## src/rtl/count_sequencer.sv

```systemverilog
// count_sequencer: queues load values and drives one down-counter countdown per value, with a stuck-counter watchdog.
// Latency: push at edge 0 into an idle, empty block gives latch in cycle 2, dec from cycle 4, done in cycle 5+V.
// Backpressure: req_ready drops whenever the FIFO is full, and a pop in the same cycle does not bypass that.

// fifo: small synchronous FIFO with occupancy output; storage is not reset.
// Latency: a push is visible at pop_dat/empty in the cycle after the push edge; no bypass.
// Backpressure: the caller must gate push with !full and pop with !empty.
module fifo #(
    parameter int WIDTH = 4,
    parameter int DEPTH = 4
) (
    input  logic                     clock,
    input  logic                     reset_n,
    input  logic                     push,
    input  logic [WIDTH-1:0]         push_dat,
    input  logic                     pop,
    output logic [WIDTH-1:0]         pop_dat,
    output logic                     full,
    output logic                     empty,
    output logic [$clog2(DEPTH):0]   level
);
    localparam int AW = $clog2(DEPTH);

    logic [WIDTH-1:0] mem [DEPTH];
    logic [AW-1:0]    wr_ptr;
    logic [AW-1:0]    rd_ptr;

    // Storage write; contents are don't-care until pushed, so no reset.
    always_ff @(posedge clock) begin
        if (push) begin
            mem[wr_ptr] <= push_dat;
        end
    end

    // Pointer and occupancy update; simultaneous push and pop cancel in level.
    always_ff @(posedge clock) begin
        if (!reset_n) begin
            wr_ptr <= '0;
            rd_ptr <= '0;
            level  <= '0;
        end else begin
            if (push) begin
                wr_ptr <= wr_ptr + 1'b1;
            end
            if (pop) begin
                rd_ptr <= rd_ptr + 1'b1;
            end
            level <= level + {{AW{1'b0}}, push} - {{AW{1'b0}}, pop};
        end
    end

    assign pop_dat = mem[rd_ptr];
    assign full    = (level == (AW+1)'(DEPTH));
    assign empty   = (level == '0);
endmodule

module count_sequencer #(
    parameter int WIDTH = 4,
    parameter int DEPTH = 4,
    parameter int CNTW  = 8
) (
    input  logic                     clock,
    input  logic                     reset_n,
    input  logic                     req_valid,
    input  logic [WIDTH-1:0]         req_value,
    output logic                     req_ready,
    output logic                     latch,
    output logic [WIDTH-1:0]         in,
    output logic                     dec,
    input  logic                     zero,
    output logic                     busy,
    output logic                     done,
    output logic [CNTW-1:0]          done_count,
    output logic [$clog2(DEPTH):0]   level,
    output logic                     err
);
    typedef enum logic [2:0] {IDLE, LOAD, ARM, RUN, DONE} state_t;

    // Watchdog gives up after 2^WIDTH+2 RUN cycles: longest legal countdown plus margin.
    localparam int              WDW      = WIDTH + 2;
    localparam logic [WDW-1:0]  WD_LIMIT = WDW'((1 << WIDTH) + 1);

    state_t           state;
    logic [WDW-1:0]   wd;
    logic             fifo_full;
    logic             fifo_empty;
    logic             fifo_push;
    logic             fifo_pop;
    logic [WIDTH-1:0] fifo_head;

    assign req_ready = !fifo_full;
    assign fifo_push = req_valid && req_ready;
    assign fifo_pop  = (state == IDLE) && !fifo_empty;

    fifo #(
        .WIDTH (WIDTH),
        .DEPTH (DEPTH)
    ) u_fifo (
        .clock    (clock),
        .reset_n  (reset_n),
        .push     (fifo_push),
        .push_dat (req_value),
        .pop      (fifo_pop),
        .pop_dat  (fifo_head),
        .full     (fifo_full),
        .empty    (fifo_empty),
        .level    (level)
    );

    // Sequencer FSM; outputs are registered alongside the next state so they track it exactly.
    always_ff @(posedge clock) begin
        if (!reset_n) begin
            state      <= IDLE;
            in         <= '0;
            latch      <= 1'b0;
            dec        <= 1'b0;
            done       <= 1'b0;
            busy       <= 1'b0;
            done_count <= '0;
            err        <= 1'b0;
            wd         <= '0;
        end else begin
            latch <= 1'b0;
            dec   <= 1'b0;
            done  <= 1'b0;
            case (state)
                IDLE: begin
                    if (!fifo_empty) begin
                        in    <= fifo_head;
                        state <= LOAD;
                        latch <= 1'b1;
                        busy  <= 1'b1;
                    end
                end
                LOAD: begin
                    state <= ARM;
                end
                ARM: begin
                    // Settle cycle after the load; a zero value skips decrementing entirely.
                    wd <= '0;
                    if (in == '0) begin
                        state      <= DONE;
                        done       <= 1'b1;
                        done_count <= done_count + CNTW'(1);
                    end else begin
                        state <= RUN;
                        dec   <= 1'b1;
                    end
                end
                RUN: begin
                    if (zero) begin
                        state      <= DONE;
                        done       <= 1'b1;
                        done_count <= done_count + CNTW'(1);
                    end else if (wd == WD_LIMIT) begin
                        err        <= 1'b1;
                        state      <= DONE;
                        done       <= 1'b1;
                        done_count <= done_count + CNTW'(1);
                    end else begin
                        wd  <= wd + 1'b1;
                        dec <= 1'b1;
                    end
                end
                DONE: begin
                    state <= IDLE;
                    busy  <= 1'b0;
                end
                default: begin
                    state <= IDLE;
                    busy  <= 1'b0;
                end
            endcase
        end
    end
endmodule

```

## config.mk

```make
export PLATFORM = sky130hd
export DESIGN_NAME = count_sequencer
export DESIGN_NICKNAME = d
export VERILOG_FILES = /design/src/rtl/count_sequencer.sv
export SDC_FILE = /design/constraint.sdc
export NUM_CORES = 1
export LEC_CHECK = 0
export CORE_ASPECT_RATIO = 1.25
export CORE_UTILIZATION = 26
export DETAILED_ROUTE_END_ITERATION = 10
export PLACE_DENSITY = 0.41
export SLEW_MARGIN = 25
export SYNTH_ARGS = -nofsm -noshare
export SYNTH_HDL_FRONTEND = slang
export SYNTH_SLANG_ARGS = --single-unit
```

## constraint.sdc

```tcl
create_clock -name clock -period 2.5 [get_ports clock]
set_input_delay 0.5 -clock clock [delete_from_list [all_inputs] [get_ports clock]]
set_output_delay 0.5 -clock clock [all_outputs]
set_load 0.02 [all_outputs]
```

==> flow_metrics.py <==
metrics = {
    "setup_path": {
        "critPathMaxFanout": 5,
        "startpoint": "u_fifo.level[1]",
        "end_kind": "flop",
        "worstSetupStartpointType": "flop",
        "crit_chain": "nor3_1 -> nor4_4 -> ha_1 -> inv_1 -> ha_1 -> inv_1 -> fa_1 -> xor2_1 -> xnor2_1 -> nor2_1",
        "slowest_delay_ns": 0.46,
        "rr_startpoint": "u_fifo.level[1]",
        "required_ns": 2.69,
        "critPathKind": "reg -> reg",
        "cp_slowest_cell": "nor3_1",
        "worstPathArrival_ns": 2.41,
    },
    "final_layout": {
        "drive_above_1_share_pct": 10.82,
        "fillers": 822,
        "layout.nets": 248,
        "fin_area_um2": 2728,
        "layout_common_cells": "dfxtp_1, clkdlybuf4s50_1, nor2_1, a21oi_1, edfxtp_1",
        "diodes": 0,
        "stdcell_count": 328,
        "final_common_cell": "dfxtp_1",
        "syn_to_final_growth_pct": 24.36,
    },
    "drt": {
        "drtIter0Drc": 54,
        "dr.pass1.iters": 7,
        "vias": 1524,
        "postRouteWirelength_um": 4540,
        "final_antenna_net_count": 0,
        "drc_errors": 2,
        "avgRoutedWirePerCell_um": 13.84,
        "viasPerCell": 4.646,
    },
    "global_routing": {
        "grt_pass1_vias": 1475,
        "grt_max_degree": 21,
        "antenna_found_initial": 0,
        "grt_pass1_wl_um": 7665,
        "grt_overflow": 0,
        "track_usage_pct": 11.05,
    },
    "sta": {
        "fmax_mhz": 451.0,
        "rsz0062_at_grt": "no",
        "drv_slew": 0,
        "worst_slack_ns": 0.2828,
        "max_slew.worst_pin.slew_ns": 0.7425,
        "timing.hold.ws_ns": 0.4704,
        "period_needed_ns": 2.217,
        "skew_ns": 0.01224,
        "finalSetupViolations": 0,
        "fin_tns_setup_ns": 0,
        "slew_headroom_pct": 50.40,
        "hold_viol_final": 0,
        "timing.final.crit_share_pct": 88.69,
    },
    "clocking": {
        "clock_path_buffers": 2,
        "clock_sinks": 49,
        "clk_pin_slew_ns": 0.09,
        "cts_setup_buffers": 0,
        "postCtsHoldBufs": 0,
        "ctsResizeCount": 0,
        "cts_root_buf": "clkbuf_8",
        "insertion_delay_ns": 0.30,
        "cts_buffers": 5,
        "cts_max_level": 2,
        "cts_tree": "yes",
    },
    "synth": {
        "yosys-top-cells-area": "dfxtp_1, edfxtp_1, ha_1, mux4_2, a21oi_1",
        "ys_types": 46,
        "yosys_register_bits": 49,
        "synth_ff_type": "dfxtp_1",
        "yosysSeqAreaShare_pct": 52.03,
        "synthCells": 196,
        "synth_top_area_share_pct": 30.12,
        "yosys.area.top_type": "dfxtp_1",
        "avgSynthCellArea_um2": 11.19,
        "synth_edf_count": 16,
        "synth_area_um2": 2193,
        "yosys_warnings": 0,
        "synth_nets": 214,
        "async_flop_share_pct": 0,
    },
    "floorplanning": {
        "coreArea_um2": 8194,
        "die-width_um": 84.15,
        "rows": 37,
        "io_pins": 29,
        "dieArea_um2": 8810,
        "initial_core_util_pct": 26.77,
        "die_h_um": 104.7,
    },
    "outcome": {
        "violations": "DRC",
        "status": "finished with violations",
    },
    "flow_run": {
        "cap_violations": 0,
    },
    "place": {
        "numPortBuffers": 28,
        "dp_cells": 320,
        "dpl.hpwl_um": 3220,
        "dpl_cell_area_um2": 2613,
        "pre_cts_slack_ns": 0.2725,
        "routabilityCongestion": 0.7044,
    },
    "hold_path": {
        "hp-class": "reg -> reg",
        "min_from": "err",
    },
    "power_and_ir_drop": {
        "p_per_area_nw_per_um2": 1005,
        "leakage_nw": 0.9329,
        "ir_worst_vdd_uv": 439.8,
    },
}
cell usage after synthesis, types with 2 or more instances:
| master | count |
|---|---|
| or4_1 | 6 |
| nor2_1 | 16 |
| buf_2 | 3 |
| edfxtp_1 | 16 |
| nand2b_1 | 4 |
| and2_1 | 5 |
| nand3_1 | 3 |
| mux2i_1 | 5 |
| o31ai_1 | 5 |
| a21o_1 | 3 |
| xnor2_1 | 4 |
| or3_1 | 2 |
| buf_4 | 2 |
| o21bai_1 | 2 |
| ha_1 | 9 |
| dfxtp_1 | 33 |
| mux4_2 | 4 |
| nor4_4 | 2 |
| clkbuf_1 | 3 |
| nand4b_1 | 2 |
| a21oi_1 | 16 |
| nor3_1 | 7 |
| o21a_1 | 2 |
| nand2_1 | 7 |
| inv_1 | 10 |
| o21ai_0 | 5 |
report_power, final:
group	internal, mW	switching, mW
logic	0.512	0.527
registers	0.967	0.153
clock network	0.300	0.281
total	1.78	0.961
layer usage:
| layer | vias up | global-route usage (%) | wire length (um) |
|---|---|---|---|
| li1 | 784 | - | - |
| met1 | 715 | 14.20 | 2156 |
| met2 | 23 | 18.15 | 2196 |
| met3 | 2 | 2.370 | 148 |
| met4 | 0 | 4.064 | 38 |
| met5 | - | 0 | 0 |
kinds of logic (layout without fill, tap and decap cells):
group	Yosys count	after routing	share of synthesized area, %
and+or+nand+nor	64	64	18.25
adders and majority gates	10	10	6.047
buffers and inverters	19	54	3.765
muxes	9	9	6.389
DFF	49	49	52.02
AOI/OAI and AO/OA	40	40	11.52
xor gates and xnor gates	5	5	1.996
final timing paths:
path | end | slack (ns) | cells past startpoint
worst max register to register | u_fifo.level[2] | 0.28 | 10
worst max-delay path | u_fifo.level[2] | 0.28 | 10
worst min register to register | err | 0.47 | 1
worst min-delay path | err | 0.47 | 1
state kept, by name (all words and copies together) (netlist names), 2 cells and up:
register       count
u_fifo.mem        16
done_count         8
wd                 6
in                 4
state              3
u_fifo.level       3
u_fifo.rd_ptr      2
u_fifo.wr_ptr      2
final cells by class:
type	instances	area, um2	area share (%)
clock buffers	5	68.82	2.523
clock inverters	3	46.29	1.697
inverters	11	41.29	1.514
multi-input cells	128	975.9	35.78
flip-flops and latches	49	1141	41.83
well taps	97	121.4	4.450
repair buffers	35	332.8	12.20
worst max-delay path, delay by kind of cell, from the launching register on:
| kind | cells | cell delay, ns |
|---|---|---|
| buffers and inverters | 2 | 0.09 |
| and+or+nand+nor | 3 | 0.58 |
| DFF | 1 | 0.37 |
| adders and majority gates | 3 | 0.77 |
| xor gates and xnor gates | 2 | 0.30 |
through the flow:
step                util [%]  total power [mW]
floorplan                  -             1.837
global placement       31.88             2.219
detailed placement     31.88             2.200
CTS                    33.29             2.797
global route           33.29             2.951
finish                 33.29             2.740
Note: power is estimated with default switching activity, not from simulation.
